### src/rtl/gnn_pkg.sv
// Shared constants and the state type for the GNN output collector.
package gnn_pkg;
  localparam int NUM_NODES = 4;
  localparam int DATA_W    = 21;

  typedef enum logic [1:0] {
    ST_IDLE    = 2'd0,
    ST_CAPTURE = 2'd1,
    ST_EMIT    = 2'd2,
    ST_DONE    = 2'd3
  } coll_state_t;
endpackage

### src/rtl/gnn_argmax2.sv
// Signed two-way argmax; a tie keeps output 0.
module gnn_argmax2 #(
  parameter int DATA_W = 21
) (
  input  logic signed [DATA_W-1:0] a,
  input  logic signed [DATA_W-1:0] b,
  output logic                     cls,
  output logic signed [DATA_W-1:0] score
);
  assign cls   = (b > a);
  assign score = cls ? b : a;
endmodule

### src/rtl/gnn_out_collector.sv
// Captures the two GNN outputs of every node as their ready flags arrive,
// then streams one argmax record per node over a valid/ready handshake.
module gnn_out_collector
  import gnn_pkg::*;
#(
  parameter int NUM_NODES = gnn_pkg::NUM_NODES,
  parameter int DATA_W    = gnn_pkg::DATA_W
) (
  input  logic                     clk,
  input  logic                     rst,
  input  logic                     in_ready,
  input  logic signed [DATA_W-1:0] out0_node0,
  input  logic signed [DATA_W-1:0] out1_node0,
  input  logic signed [DATA_W-1:0] out0_node1,
  input  logic signed [DATA_W-1:0] out1_node1,
  input  logic signed [DATA_W-1:0] out0_node2,
  input  logic signed [DATA_W-1:0] out1_node2,
  input  logic signed [DATA_W-1:0] out0_node3,
  input  logic signed [DATA_W-1:0] out1_node3,
  input  logic                     out10_ready_node0,
  input  logic                     out11_ready_node0,
  input  logic                     out10_ready_node1,
  input  logic                     out11_ready_node1,
  input  logic                     out10_ready_node2,
  input  logic                     out11_ready_node2,
  input  logic                     out10_ready_node3,
  input  logic                     out11_ready_node3,
  output logic                     res_valid,
  input  logic                     res_ready,
  output logic [1:0]               res_node,
  output logic                     res_class,
  output logic signed [DATA_W-1:0] res_score,
  output logic                     busy,
  output logic                     done
);
  localparam logic [1:0] LAST_NODE = 2'(NUM_NODES - 1);

  coll_state_t state, state_nx;

  logic signed [DATA_W-1:0] din      [NUM_NODES][2];
  logic signed [DATA_W-1:0] score_p0 [NUM_NODES][2];
  logic [NUM_NODES-1:0][1:0] rdy;
  logic [NUM_NODES-1:0][1:0] flag_p0;
  logic [1:0]                node_q;
  logic                      all_flags;
  logic                      xfer;
  logic                      sel_cls;
  logic signed [DATA_W-1:0]  sel_score;

  assign din[0][0] = out0_node0;
  assign din[0][1] = out1_node0;
  assign din[1][0] = out0_node1;
  assign din[1][1] = out1_node1;
  assign din[2][0] = out0_node2;
  assign din[2][1] = out1_node2;
  assign din[3][0] = out0_node3;
  assign din[3][1] = out1_node3;

  assign rdy[0] = {out11_ready_node0, out10_ready_node0};
  assign rdy[1] = {out11_ready_node1, out10_ready_node1};
  assign rdy[2] = {out11_ready_node2, out10_ready_node2};
  assign rdy[3] = {out11_ready_node3, out10_ready_node3};

  assign all_flags = &flag_p0;
  assign xfer      = res_valid && res_ready;

  // Capture stage: each score is latched once, on the first cycle its flag is seen.
  always_ff @(posedge clk or posedge rst) begin
    if (rst) begin
      state   <= ST_IDLE;
      flag_p0 <= '0;
      node_q  <= '0;
      for (int n = 0; n < NUM_NODES; n++)
        for (int k = 0; k < 2; k++)
          score_p0[n][k] <= '0;
    end else begin
      state <= state_nx;
      if (state == ST_IDLE && in_ready) begin
        flag_p0 <= '0;
      end else if (state == ST_CAPTURE) begin
        for (int n = 0; n < NUM_NODES; n++)
          for (int k = 0; k < 2; k++)
            if (!flag_p0[n][k] && rdy[n][k]) begin
              score_p0[n][k] <= din[n][k];
              flag_p0[n][k]  <= 1'b1;
            end
      end
      if (state == ST_EMIT && xfer)
        node_q <= (node_q == LAST_NODE) ? 2'd0 : node_q + 2'd1;
    end
  end

  always_comb begin
    state_nx = state;
    unique case (state)
      ST_IDLE:    if (in_ready) state_nx = ST_CAPTURE;
      ST_CAPTURE: if (all_flags) state_nx = ST_EMIT;
      ST_EMIT:    if (xfer && node_q == LAST_NODE) state_nx = ST_DONE;
      ST_DONE:    state_nx = ST_IDLE;
      default:    state_nx = ST_IDLE;
    endcase
  end

  gnn_argmax2 #(.DATA_W(DATA_W)) u_argmax (
    .a     (score_p0[node_q][0]),
    .b     (score_p0[node_q][1]),
    .cls   (sel_cls),
    .score (sel_score)
  );

  // Emit stage: record fields are forced to zero whenever no record is offered.
  assign res_valid = (state == ST_EMIT);
  assign res_node  = node_q;
  assign res_class = res_valid && sel_cls;
  assign res_score = res_valid ? sel_score : '0;
  assign busy      = (state == ST_CAPTURE) || (state == ST_EMIT);
  assign done      = (state == ST_DONE);
endmodule

### config.mk
export PLATFORM = sky130hd
export DESIGN_NAME = gnn_out_collector
export DESIGN_NICKNAME = d
export VERILOG_FILES = /design/src/rtl/gnn_pkg.sv /design/src/rtl/gnn_argmax2.sv /design/src/rtl/gnn_out_collector.sv
export SDC_FILE = /design/constraint.sdc
export NUM_CORES = 1
export LEC_CHECK = 0
export BUFFER_PORTS_ARGS = -buffer_cell sky130_fd_sc_hd__buf_2
export CAP_MARGIN = 20
export CORE_UTILIZATION = 33
export DETAILED_ROUTE_END_ITERATION = 12
export PLACE_DENSITY_LB_ADDON = 0.25
export REMOVE_ABC_BUFFERS = 1
export SETUP_SLACK_MARGIN = 0.3
export SKIP_LAST_GASP = 1
export SYNTH_ARGS = -nofsm -noshare
export SYNTH_HDL_FRONTEND = slang
export SYNTH_SLANG_ARGS = --single-unit
### constraint.sdc
create_clock -name clk -period 11.13 [get_ports clk]
set_input_delay 1.6695 -clock clk [delete_from_list [all_inputs] [get_ports clk]]
set_output_delay 1.6695 -clock clk [all_outputs]
set_load 0.02 [all_outputs]
# Word-level counts from Yosys, hierarchy flattened

Index checks and enable logic that the tools add are counted.
Widths: inputs -> output; s select.

Bits in registers: 180
Bits of input ports: 180
Output and inout bits: 27

Reduce and logical (&&, ||, !) cells: 50
Eq/ne operators: 7
Add/subtract/negate cells: 1
Multiplexer cells: 20
$lt $le $gt $ge: 2
Bitwise gates (word level): 2

Operators by type and width:

| cell                | count |
|---|---|
| $bmux 42 s2         | 1 |
| $mux 42             | 2 |
| $mux 21             | 2 |
| $reduce_and 3->1    | 9 |
| $gt 21x21->1        | 1 |
| $reduce_bool 2->1   | 9 |
| $mux 8              | 2 |
| $reduce_and 2->1    | 8 |
| $logic_and 1x1->1   | 13 |
| $logic_not 1->1     | 8 |
| $mux 1              | 8 |
| $mux 2              | 4 |
| $pmux 2 s4          | 1 |
| $reduce_and 8->1    | 1 |
| $eq 2x2->1 const B  | 3 |
| $ne 2x2->1 const B  | 2 |
| $ge 3x3->1 const B  | 1 |
| $not 2->3           | 1 |
| $add 2x1->2 const B | 1 |
| $eq 2x1->1 const B  | 1 |
| $logic_not 2->1     | 1 |
| $ne 2x1->1 const B  | 1 |
| $logic_or 1x1->1    | 1 |
| $not 1->1           | 1 |

# Longest topological paths before layout

Gate-level depths: netlist of run 1.

Depth after elaboration: 7
Gate-level depth with buffers: 14
Mapped depth without buffers: 10

# Hierarchy

From an unflattened synthesis of run 1, not the netlist that was laid out.

Cells, all modules: 597
Area total of the unflattened synthesis: 9,599.2 µm²

By module, submodules not included:

| module            | cells an instance | instances | area an instance (µm²) |
|---|---|---|---|
| gnn_out_collector | 492               | 1         | 8,774.7 |
| gnn_argmax2       | 105               | 1         | 824.5 |

# Worst setup path before layout of run 1

No wires, ideal clock.

Path kind: register to output
Start: register node_q[0], in the netlist res_node[0]
End: output res_score[0]
Setup slack: 5.822 ns
Stages on the path, launching flop included: 12
Data arrival time: 3.639 ns
Data required time: 9.460 ns
Cell sequence: dfrtp_1 > buf_2 > buf_2 > clkbuf_1 > mux4_2 > ha_1 > and2_1 > a221o_1 > a221oi_1 > and4_4 > or2_4 > mux2i_1

Word-level cells in the longest chain between the ends: 7

Ends and longest elaborated chain:

| item                                         | line                                               | source |
|---|---|---|
| start, declared                              | gnn_out_collector.sv:44                            | `logic [1:0] node_q;` |
| start signal, assigned                       | gnn_out_collector.sv:89                            | `node_q <= (node_q == LAST_NODE) ? 2'd0 : node_q + 2'd1;` |
| $not 2->3 (implied by the code) *            | gnn_out_collector.sv:105, gnn_out_collector.sv:106 |  |
| $bmux 42 s2 *                                | gnn_out_collector.sv:105, gnn_out_collector.sv:106 |  |
| $mux 42 (implied by the code) * (2 in a row) | gnn_out_collector.sv:106                           | `.b (score_p0[node_q][1]),` |
| $gt 21x21->1                                 | gnn_argmax2.sv:10                                  | `assign cls = (b > a);` |
| $mux 21 *                                    | gnn_argmax2.sv:11                                  | `assign score = cls ? b : a;` |
| $mux 21 *                                    | gnn_out_collector.sv:115                           | `assign res_score = res_valid ? sel_score : '0;` |
| end, declared                                | gnn_out_collector.sv:32                            | `output logic signed [DATA_W-1:0] res_score,` |

Mark *: on every way between the ends. The rest lies on a longest branch, timed or not. The select of a mux whose other input is x is not followed.

# Worst setup path in the final report of run 1

Start: register node_q[1], in the netlist res_node[1]
End: output res_score[0]

The elaborated chain is that of the path after synthesis.

==> flow_summary_export.csv, run 1 <==
group,metric,value,unit
route,via_per_inst,5.04,
route,vias,5879,
route,detail-route-antenna-nets,0,
clock_tree,cts-root-buf,"clkbuf_16",
timing,clock_skew,9.29,ps
route,drc,11,
clock_tree,cts_resized,0,
global_routing,antenna_found_initial,0,
yosys,yosys_register_bits,180,
clock_tree,cts_tree,"yes",
power,p_sw_share,42.0,%
clock_tree,worstSkewPairLatency,430,ps
global_routing,grt-ovfl-total,0,
power,power_leakage,0.00496,uW
timing,max_freq,0.154,GHz
finish,antenna_cells,0,
flow_run,cap_violations,0,
yosys,synth_edf_count,0,
critical_path,cp_max_fo,25,
clock_tree,cts.clk_slew.worst_paths,70,ps
critical_path,reg2reg_to,"score_p0[166]",
route,routedWlPerCell,21.1,um
worst_hold_path,hold_path_class,"reg -> reg",
finish,fin_nets,1026,
critical_path,arrival,4820,ps
placed_design,hpwlAfterDp,18.2,mm
power,p_clk_share,15.5,%
yosys,yosysWarningCount,0,
critical_path,cp.required,9460,ps
power,p_sw,1590,uW
critical_path,slowest_delay,720,ps
clock_tree,ctsHoldBuffers,0,
power,p_seq_share,31.7,%
timing,whs,504,ps
worst_hold_path,whs_path_depth,1,
route,drt_iter0_drc,385,
timing,setup_viol,0,
finish,drive_above_1_share,59.0,%
clock_tree,htree_levels,4,
clock_tree,cts_made_buffers,17,
critical_path,endpoint_kind,"output pin",
worst_hold_path,min_to,"score_p0[97]",
die,dieArea,0.0275,mm^2
critical_path,path_class,"reg -> out",
global_routing,grt_pass1_vias,6255,
critical_path,r2r_slack,8760,ps
placed_design,io_buffer_count,206,
die,core,0.0262,mm^2
timing,min_period,6480,ps
yosys,synthCells,620,
finish,fin_util,41.3,%
yosys,yosysUniqueCellTypes,33,
worst_hold_path,hold_path_startpoint,"score_p0[97]",
timing,setup_tns,0,ps
clock_tree,cts_setup_buffers,0,
clock_tree,cts_sinks,180,
status,outcome,"complete, but fails checks",
critical_path,r2r-start,"state[0]",
critical_path,crit_chain,"buf_4 > mux4_2 > ha_1 > a21o_1 > a221o_1 > a221oi_1 > and4_4 > or2_4 > mux2i_1 > buf_2",
timing,tightest_slew,900,ps
power,vdd_ir_drop_max,215,uV
critical_path,cp_slowest_cell,"dfrtp_2",
critical_path,startpoint_type,"flip-flop",
yosys,async_reset_ff_share,100,%
power,power_density,350,mW/mm^2
route,drt-pass1-iter-count,8,
timing,rsz0062_at_grt,"no",
route,drt_wl_total,24.7,mm
global_routing,grt_usage,18.5,%
global_routing,grt_max_degree,107,
critical_path,crit_start,"res_node[1]",
placed_design,gp_congestion,0.809,
die,num_rows,59,
critical_path,reg2reg_depth,7,
die,io_pins,207,
yosys,ys_seq_area_share,50.9,%
finish,area_delta_synth_final,22.1,%
status,violations,"design-rule violations",
power,p_int,2200,uW
global_routing,grt_pass1_wl,37.6,mm
die,initial_core_util,33.8,%
die,dieHeight,166,um
yosys,synth_flop_cell,"dfrtp_1",
timing,relSlewSlack,40.0,%
yosys,syn_area_per_cell,14.3,um^2
yosys,netlist_area,0.00886,mm^2
power,combPwrFrac,52.8,%
critical_path,critical_path.top_delay_family,"simple AND/OR/NAND/NOR gates",
timing,hold_viol,0,
timing,slew_violations,0,
clock_tree,clk_path_buf_depth,2,
timing,finalCritPeriodShare,58.3,%
critical_path,path_buf_inv,2,
die,die_x,166,um
## power by group through the flow
stage / Sequential [uW] / Clock, uW / Combinational (uW)
2_1_floorplan: 1160 / 0 / 1450
3_3_place_gp: 1210 / 0 / 1990
3_5_place_dp: 1210 / 0 / 2020
4_1_cts: 1200 / 607 / 2030
5_1_grt: 1240 / 634 / 2180
6_report: 1200 / 587 / 2000
## final cells by class
type / instances / area (um^2)
timing repair buffer: 220 / 1180
sequential: 180 / 4510
inverter: 27 / 106
multi-input combinational: 373 / 4050
clock inverter: 14 / 134
fill: 2493 / 15400
tap: 335 / 419
clock buffer: 18 / 429
## placed cells by master (no fill, tap or decap), drive strengths merged, types with 2 or more instances in the layout
master	netlist	final
clkinv	0	4
nand4	4	4
o211ai	20	20
nand3	2	2
nor2	10	10
nand3b	8	8
mux2	169	169
a21oi	16	16
inv	27	36
clkbuf	18	18
nor2b	2	2
o21ai	26	26
buf	22	220
ha	27	27
dfrtp	180	180
and2	3	3
a21o	4	4
mux4	42	42
and4	3	3
nand2	28	28
## flip-flops by register name, indices dropped and copies added (netlist names)
signal and cells:
flag_p0 8, res_node 2, score_p0 168, state 2
## metrics by stage
stage,power [uW],instance area [um^2],worst slack [ps],cells
global placement,3200,10200,5110,1133
floorplan,2600,8650,4230,580
detailed placement,3220,10200,5040,1133
CTS,3830,10800,4570,1165
global route,4050,10800,4330,1167
finish,3790,10800,4650,1167
## Yosys cell counts (10+ instances only)
library cell,n,share of area [%]
ha_1,27,3.8
a21oi_1,16,0.90
nor2_1,10,0.42
o211ai_1,20,1.7
dfrtp_1,180,51
mux4_2,42,11
inv_1,27,1.1
buf_2,20,1.1
mux2_2,169,21
o21ai_2,20,2.0
nand2_1,28,1.2
clkbuf_1,18,0.76
## metal layers
metal	wire (um)	part of all wire (%)	global-route usage (%)	vias to the layer above
met5	0	0	0	-
met4	716	2.9	7.76	0
met3	992	4.0	3.34	32
met2	11500	47	28.7	153
met1	11500	46	25.5	3009
li1	-	-	-	2685
## kinds of logic after synthesis
| family | synth area share (%) |
|---|---|
| compound gates | 5.75 |
| fa+ha+maj | 3.81 |
| buf+inv | 3.49 |
| flops | 50.9 |
| mux | 32.3 |
| simple gates | 3.80 |
## how the worst max path moves through the flow
| stage | slack [ps] | endpoint | cells past startpoint |
|---|---|---|---|
| floorplan | 4230 | res_score[0] | 9 |
| global placement | 5110 | res_score[0] | 10 |
| detailed placement | 5040 | res_score[0] | 10 |
| CTS | 4570 | res_score[0] | 12 |
| global route | 4330 | res_score[0] | 12 |
| finish | 4650 | res_score[0] | 10 |
No activity file was read; power rests on OpenSTA's default activity.
==> inputs of run 2 (changes only) <==
- clock period: 11.13 -> 5.6 ns (I/O delays scaled with it)
==> run 2 against run 1 <==
  * The run still ends with design-rule violations left
  * Core utilization rose by 0.13 points
  * Register-to-register slack got worse by 5500 ps
  * Total power rose by 100%
  * Clock power rose by 100%
  * Sequential power rose by 98%
  * Combinational power rose by 110%
  * Sequential share of layout area fell by 0.084 points
  * Critical path type unchanged
  * Highest routed layer unchanged
==> flow_summary_export.csv, run 2 (same netlist as run 1, synthesis figures left out) <==
group,metric,value,unit
timing,whs,503,ps
die,initial_core_util,33.8,%
power,p_int,4480,uW
finish,drive_above_1_share,59.3,%
clock_tree,clk_path_buf_depth,2,
placed_design,gp_congestion,0.780,
finish,fill_cells,2493,
worst_hold_path,min_to,"score_p0[61]",
route,via_per_inst,5.00,
power,p_sw,3210,uW
critical_path,cp_max_fo,22,
critical_path,critical_path.top_delay_family,"simple AND/OR/NAND/NOR gates",
power,p_clk_share,15.6,%
die,io_pins,207,
timing,slew_violations,0,
critical_path,endpoint_kind,"output pin",
finish,reg.largest.list,"score_p0 (168), flag_p0 (8)",
timing,relSlewSlack,39.2,%
status,violations,"design-rule violations",
finish,fin_nets,1029,
finish,largest_reg_flops,168,
timing,finalCritPeriodShare,90.2,%
critical_path,r2r-start,"state[0]",
finish,fin_cells,1170,
route,vias,5854,
die,core,0.0262,mm^2
timing,min_period,5050,ps
clock_tree,cts_tree,"yes",
worst_hold_path,whs_path_depth,1,
clock_tree,cts-root-buf,"clkbuf_16",
finish,final_common_cell,"buf_2",
power,p_total,7690,uW
global_routing,grt_pass1_vias,6187,
die,num_rows,59,
global_routing,grt-ovfl-total,0,
clock_tree,cts.clk_slew.worst_paths,70,ps
critical_path,crit_chain,"buf_4 > mux4_2 > ha_1 > and2_1 > a221o_1 > a221oi_2 > and4_4 > or2_4 > mux2i_1 > buf_2",
global_routing,grt_pass1_wl,36.3,mm
status,outcome,"complete, but fails checks",
placed_design,hpwlAfterDp,17.5,mm
finish,top_register,"score_p0",
power,combPwrFrac,53.5,%
timing,rsz0062_at_grt,"no",
finish,area_delta_synth_final,22.5,%
critical_path,path_buf_inv,2,
global_routing,antenna_found_initial,0,
route,drt_wl_total,23.6,mm
critical_path,startpoint_type,"flip-flop",
clock_tree,cts_made_buffers,17,
critical_path,slowest_delay,620,ps
finish,antenna_cells,0,
timing,tightest_slew,912,ps
global_routing,grt_usage,17.6,%
critical_path,reg2reg_depth,7,
finish,multiInputGateArea,0.00407,mm^2
worst_hold_path,hold_path_startpoint,"score_p0[61]",
timing,clock_skew,19.4,ps
timing,setup_tns,0,ps
die,dieArea,0.0275,mm^2
route,drt-pass1-iter-count,8,
clock_tree,cts_sinks,180,
clock_tree,cts_setup_buffers,0,
critical_path,r2r_slack,3260,ps
worst_hold_path,hold_path_class,"reg -> reg",
critical_path,path_depth,10,
clock_tree,htree_levels,4,
power,power_density,708,mW/mm^2
power,p_seq_share,30.8,%
placed_design,io_buffer_count,206,
flow_run,cap_violations,0,
power,power_leakage,0.00498,uW
power,p_sw_share,41.7,%
critical_path,cp_slowest_cell,"dfrtp_4",
timing,setup_viol,0,
critical_path,path_class,"reg -> out",
route,routedWlPerCell,20.2,um
critical_path,arrival,4210,ps
route,detail-route-antenna-nets,0,
global_routing,grt_max_degree,97,
timing,hold_viol,0,
clock_tree,worstSkewPairLatency,440,ps
finish,final_cell_mix,"buf_2 (206), dfrtp_1 (178), mux2_2 (169), mux4_2 (42), nand2_1 (28)",
timing,max_freq,0.198,GHz
placed_design,dp.cells,1137,
route,drt_iter0_drc,300,
route,drc,11,
die,dieHeight,166,um
finish,regArea,0.00451,mm^2
power,vdd_ir_drop_max,269,uV
placed_design,place_area,0.0102,mm^2
critical_path,cp.required,4760,ps
die,die_x,166,um
finish,fin_area,0.0109,mm^2
critical_path,reg2reg_to,"score_p0[9]",
==> run 2: worst max-delay path by stage <==
| stage | start | endpoint | slack [ps] |
|---|---|---|---|
| floorplan | res_node[0] | res_score[0] | -480 |
| global placement | res_node[1] | res_score[0] | 680 |
| detailed placement | res_node[1] | res_score[0] | 570 |
| CTS | res_node[1] | res_score[5] | 360 |
| global route | res_node[0] | res_score[0] | 320 |
| finish | res_node[1] | res_score[0] | 550 |
==> run 2: layer usage <==
layer,wire (um),vias to the layer above,GRT usage (%)
met5,0,-,0
met2,11000,161,27.5
met3,899,17,2.72
met4,355,0,5.44
li1,-,2690,-
met1,11300,2986,25.3
==> run 2: layout make-up <==
| type | instances | share of cell area, % |
|---|---|---|
| well taps | 335 | 3.86 |
| repair buffers | 222 | 10.8 |
| clock inverters | 14 | 1.34 |
| clock buffers | 18 | 3.96 |
| multi-input cells | 374 | 37.5 |
| inverters | 27 | 0.980 |
| flip-flops and latches | 180 | 41.6 |
==> run 2: timing repair <==
item / CTS / global route
gates resized for setup: 3 / 3
pin swaps: 1 / 1
cloned: 1 / 0
setup endpoints to repair: 22 / 19
hold buffers: 0 / 0
==> run 2: power groups by stage <==
stage	sequential, uW	clock [uW]	combinational, uW
floorplan	2300	0	2870
global placement	2390	0	3990
global route	2460	1290	4470
CTS	2370	1230	4130
finish	2370	1200	4120
detailed placement	2390	0	4050
==> run 2: worst register-to-register path, stage by stage (launching register included) <==
cell and delay [ps]:
dfrtp_1 410, inv_1 100, ha_1 210, and2_1 270
nor2b_1 490, nand3b_1 140, buf_4 260, mux2_2 330
==> run 2: per-stage QoR <==
| step | utilization (%) | setup slack, ps |
|---|---|---|
| finish | 41.4 | 550 |
| global route | 41.4 | 324 |
| CTS | 41.4 | 363 |
| detailed placement | 39.1 | 574 |
| global placement | 39.1 | 679 |
| floorplan | - | -475 |
==> inputs of run 3 (changes only) <==
- CORE_MARGIN: not set -> 3
==> run 3 against run 2 <==
  * The run now ends clean
  * Maximum frequency increased by 1.3%
  * Non-clock buffer count increased by 15
  * Via count increased by 0.32%
  * Critical path depth increased by 1
  * Critical path type unchanged
==> flow_summary_export.csv, run 3 (same netlist as run 1, synthesis figures left out) <==
group,metric,value,unit
global_routing,top_usage_layer,"met2",
critical_path,arrival,4140,ps
placed_design,hpwlAfterDp,17.7,mm
route,drt_wl_total,24.2,mm
die,core,0.0262,mm^2
global_routing,grt_use_met3,4.46,%
clock_tree,worstSkewPairLatency,430,ps
critical_path,r2r_slack,3200,ps
power,p_total,7710,uW
clock_tree,cts_made_buffers,17,
route,via_per_inst,4.96,
critical_path,cp_slowest_cell,"mux4_2",
timing,clock_skew,15.8,ps
clock_tree,cts_tree,"yes",
die,num_rows,59,
finish,drive_above_1_share,60.0,%
finish,fin_nets,1044,
status,outcome,"finished, final reports clean",
timing,max_freq,0.201,GHz
timing,relSlewSlack,41.1,%
route,drt-pass1-iter-count,4,
critical_path,cp_max_fo,22,
clock_tree,htree_levels,4,
critical_path,path_class,"reg -> out",
critical_path,slowest_delay,580,ps
route,detail-route-antenna-nets,0,
worst_hold_path,hold_path_class,"in -> async",
clock_tree,cts-root-buf,"clkbuf_16",
die,dieArea,0.0288,mm^2
placed_design,dp.cells,1138,
global_routing,use_met1,22.8,%
critical_path,path_buf_inv,3,
critical_path,endpoint_kind,"output pin",
power,power_leakage,0.00505,uW
timing,rsz0062_at_grt,"no",
finish,antenna_cells,0,
placed_design,gp_congestion,0.767,
die,dieHeight,170,um
critical_path,startpoint_type,"flip-flop",
global_routing,grt_pass1_vias,6260,
critical_path,crit_chain,"buf_4 > mux4_2 > inv_1 > ha_1 > a21o_1 > a221o_1 > a221oi_1 > and4_4 > or2_2 > o21ai_2 > buf_2",
finish,fin_cells,1185,
timing,slew_violations,0,
finish,top_register,"score_p0",
flow_run,cap_violations,0,
finish,final_common_cell,"buf_2",
global_routing,use_met2,26.6,%
clock_tree,cts.clk_slew.worst_paths,80,ps
clock_tree,clk_path_buf_depth,2,
placed_design,io_buffer_count,206,
global_routing,antenna_found_initial,2,
clock_tree,ctsHoldBuffers,0,
power,power_density,704,mW/mm^2
finish,largest_reg_flops,168,
global_routing,grt_max_degree,107,
global_routing,grt_pass1_wl,36.2,mm
critical_path,r2r-start,"state[0]",
critical_path,reg2reg_to,"score_p0[62]",
finish,reg.largest.list,"score_p0 (168), flag_p0 (8)",
timing,finalCritPeriodShare,89.0,%
global_routing,grt-ovfl-total,0,
timing,setup_viol,0,
critical_path,cp.required,4760,ps
timing,hold_viol,0,
die,die_x,170,um
finish,final_cell_mix,"buf_2 (206), dfrtp_1 (178), mux2_2 (169), mux4_2 (42), buf_4 (29)",
route,routedWlPerCell,20.4,um
route,vias,5873,
die,initial_core_util,33.8,%
route,drc,0,
timing,tightest_slew,883,ps
timing,setup_tns,0,ps
power,vdd_ir_drop_max,506,uV
die,io_pins,207,
critical_path,critical_path.top_delay_family,"compound AO/OA/AOI/OAI gates",
route,drt_iter0_drc,303,
critical_path,reg2reg_depth,7,
finish,area_delta_synth_final,23.7,%
timing,min_period,4980,ps
clock_tree,cts_sinks,180,
global_routing,grt_usage,16.7,%
==> run 3: cell types whose count changed in the layout (fill, tap and decap cells not counted), sizes merged <==
| cell | change |
|---|---|
| buf | +15 |
| clkinv | -1 |
| inv | +2 |
| bufinv | -1 |
==> run 3: metal layers <==
| layer | up-vias | share of wire, % |
|---|---|---|
| met1 | 2974 | 46 |
| met4 | 4 | 1.7 |
| met2 | 155 | 48 |
| li1 | 2719 | - |
| met3 | 21 | 4.9 |
| met5 | - | 0.087 |
==> run 3: repair_timing <==
action | 4_1_cts | 5_1_grt
buffers inserted | 0 | 14
resized for setup | 0 | 1
setup endpoints to repair | 0 | 22
==> run 3: worst max-delay path by stage <==
| stage | end | slack [ps] | cells after the start | start |
|---|---|---|---|---|
| finish | res_score[9] | 620 | 11 | res_node[0] |
| global route | res_score[20] | 370 | 12 | res_node[0] |
| CTS | res_score[17] | 340 | 11 | res_node[1] |
| detailed placement | res_score[17] | 810 | 11 | res_node[1] |
| global placement | res_score[17] | 880 | 11 | res_node[1] |
| floorplan | res_score[0] | -480 | 9 | res_node[0] |
==> run 3: area by class of cell <==
type / count / area, um^2
clock inverters: 14 / 135
repair buffers: 237 / 1290
clock buffers: 18 / 439
multi-input cells: 374 / 4050
fillers: 2459 / 15300
well taps: 335 / 419
flip-flops and latches: 180 / 4510
inverters: 27 / 106
==> run 3: where the power goes <==
part | leakage (uW) | switching (uW) | internal (uW)
Combinational | 0.00261 | 2270 | 1910
Clock | 0.000283 | 578 | 605
Sequential | 0.00215 | 376 | 1970
==> run 3: per-stage QoR <==
stage	util, %	worst slack (ps)	area (um^2)	hold WS, ps
after floorplan	-	-475	8650	474
after global placement	39.2	879	10300	482
after detailed placement	39.2	815	10300	488
after CTS	41.4	340	10800	504
after global routing	41.8	368	11000	507
final	41.8	615	11000	500
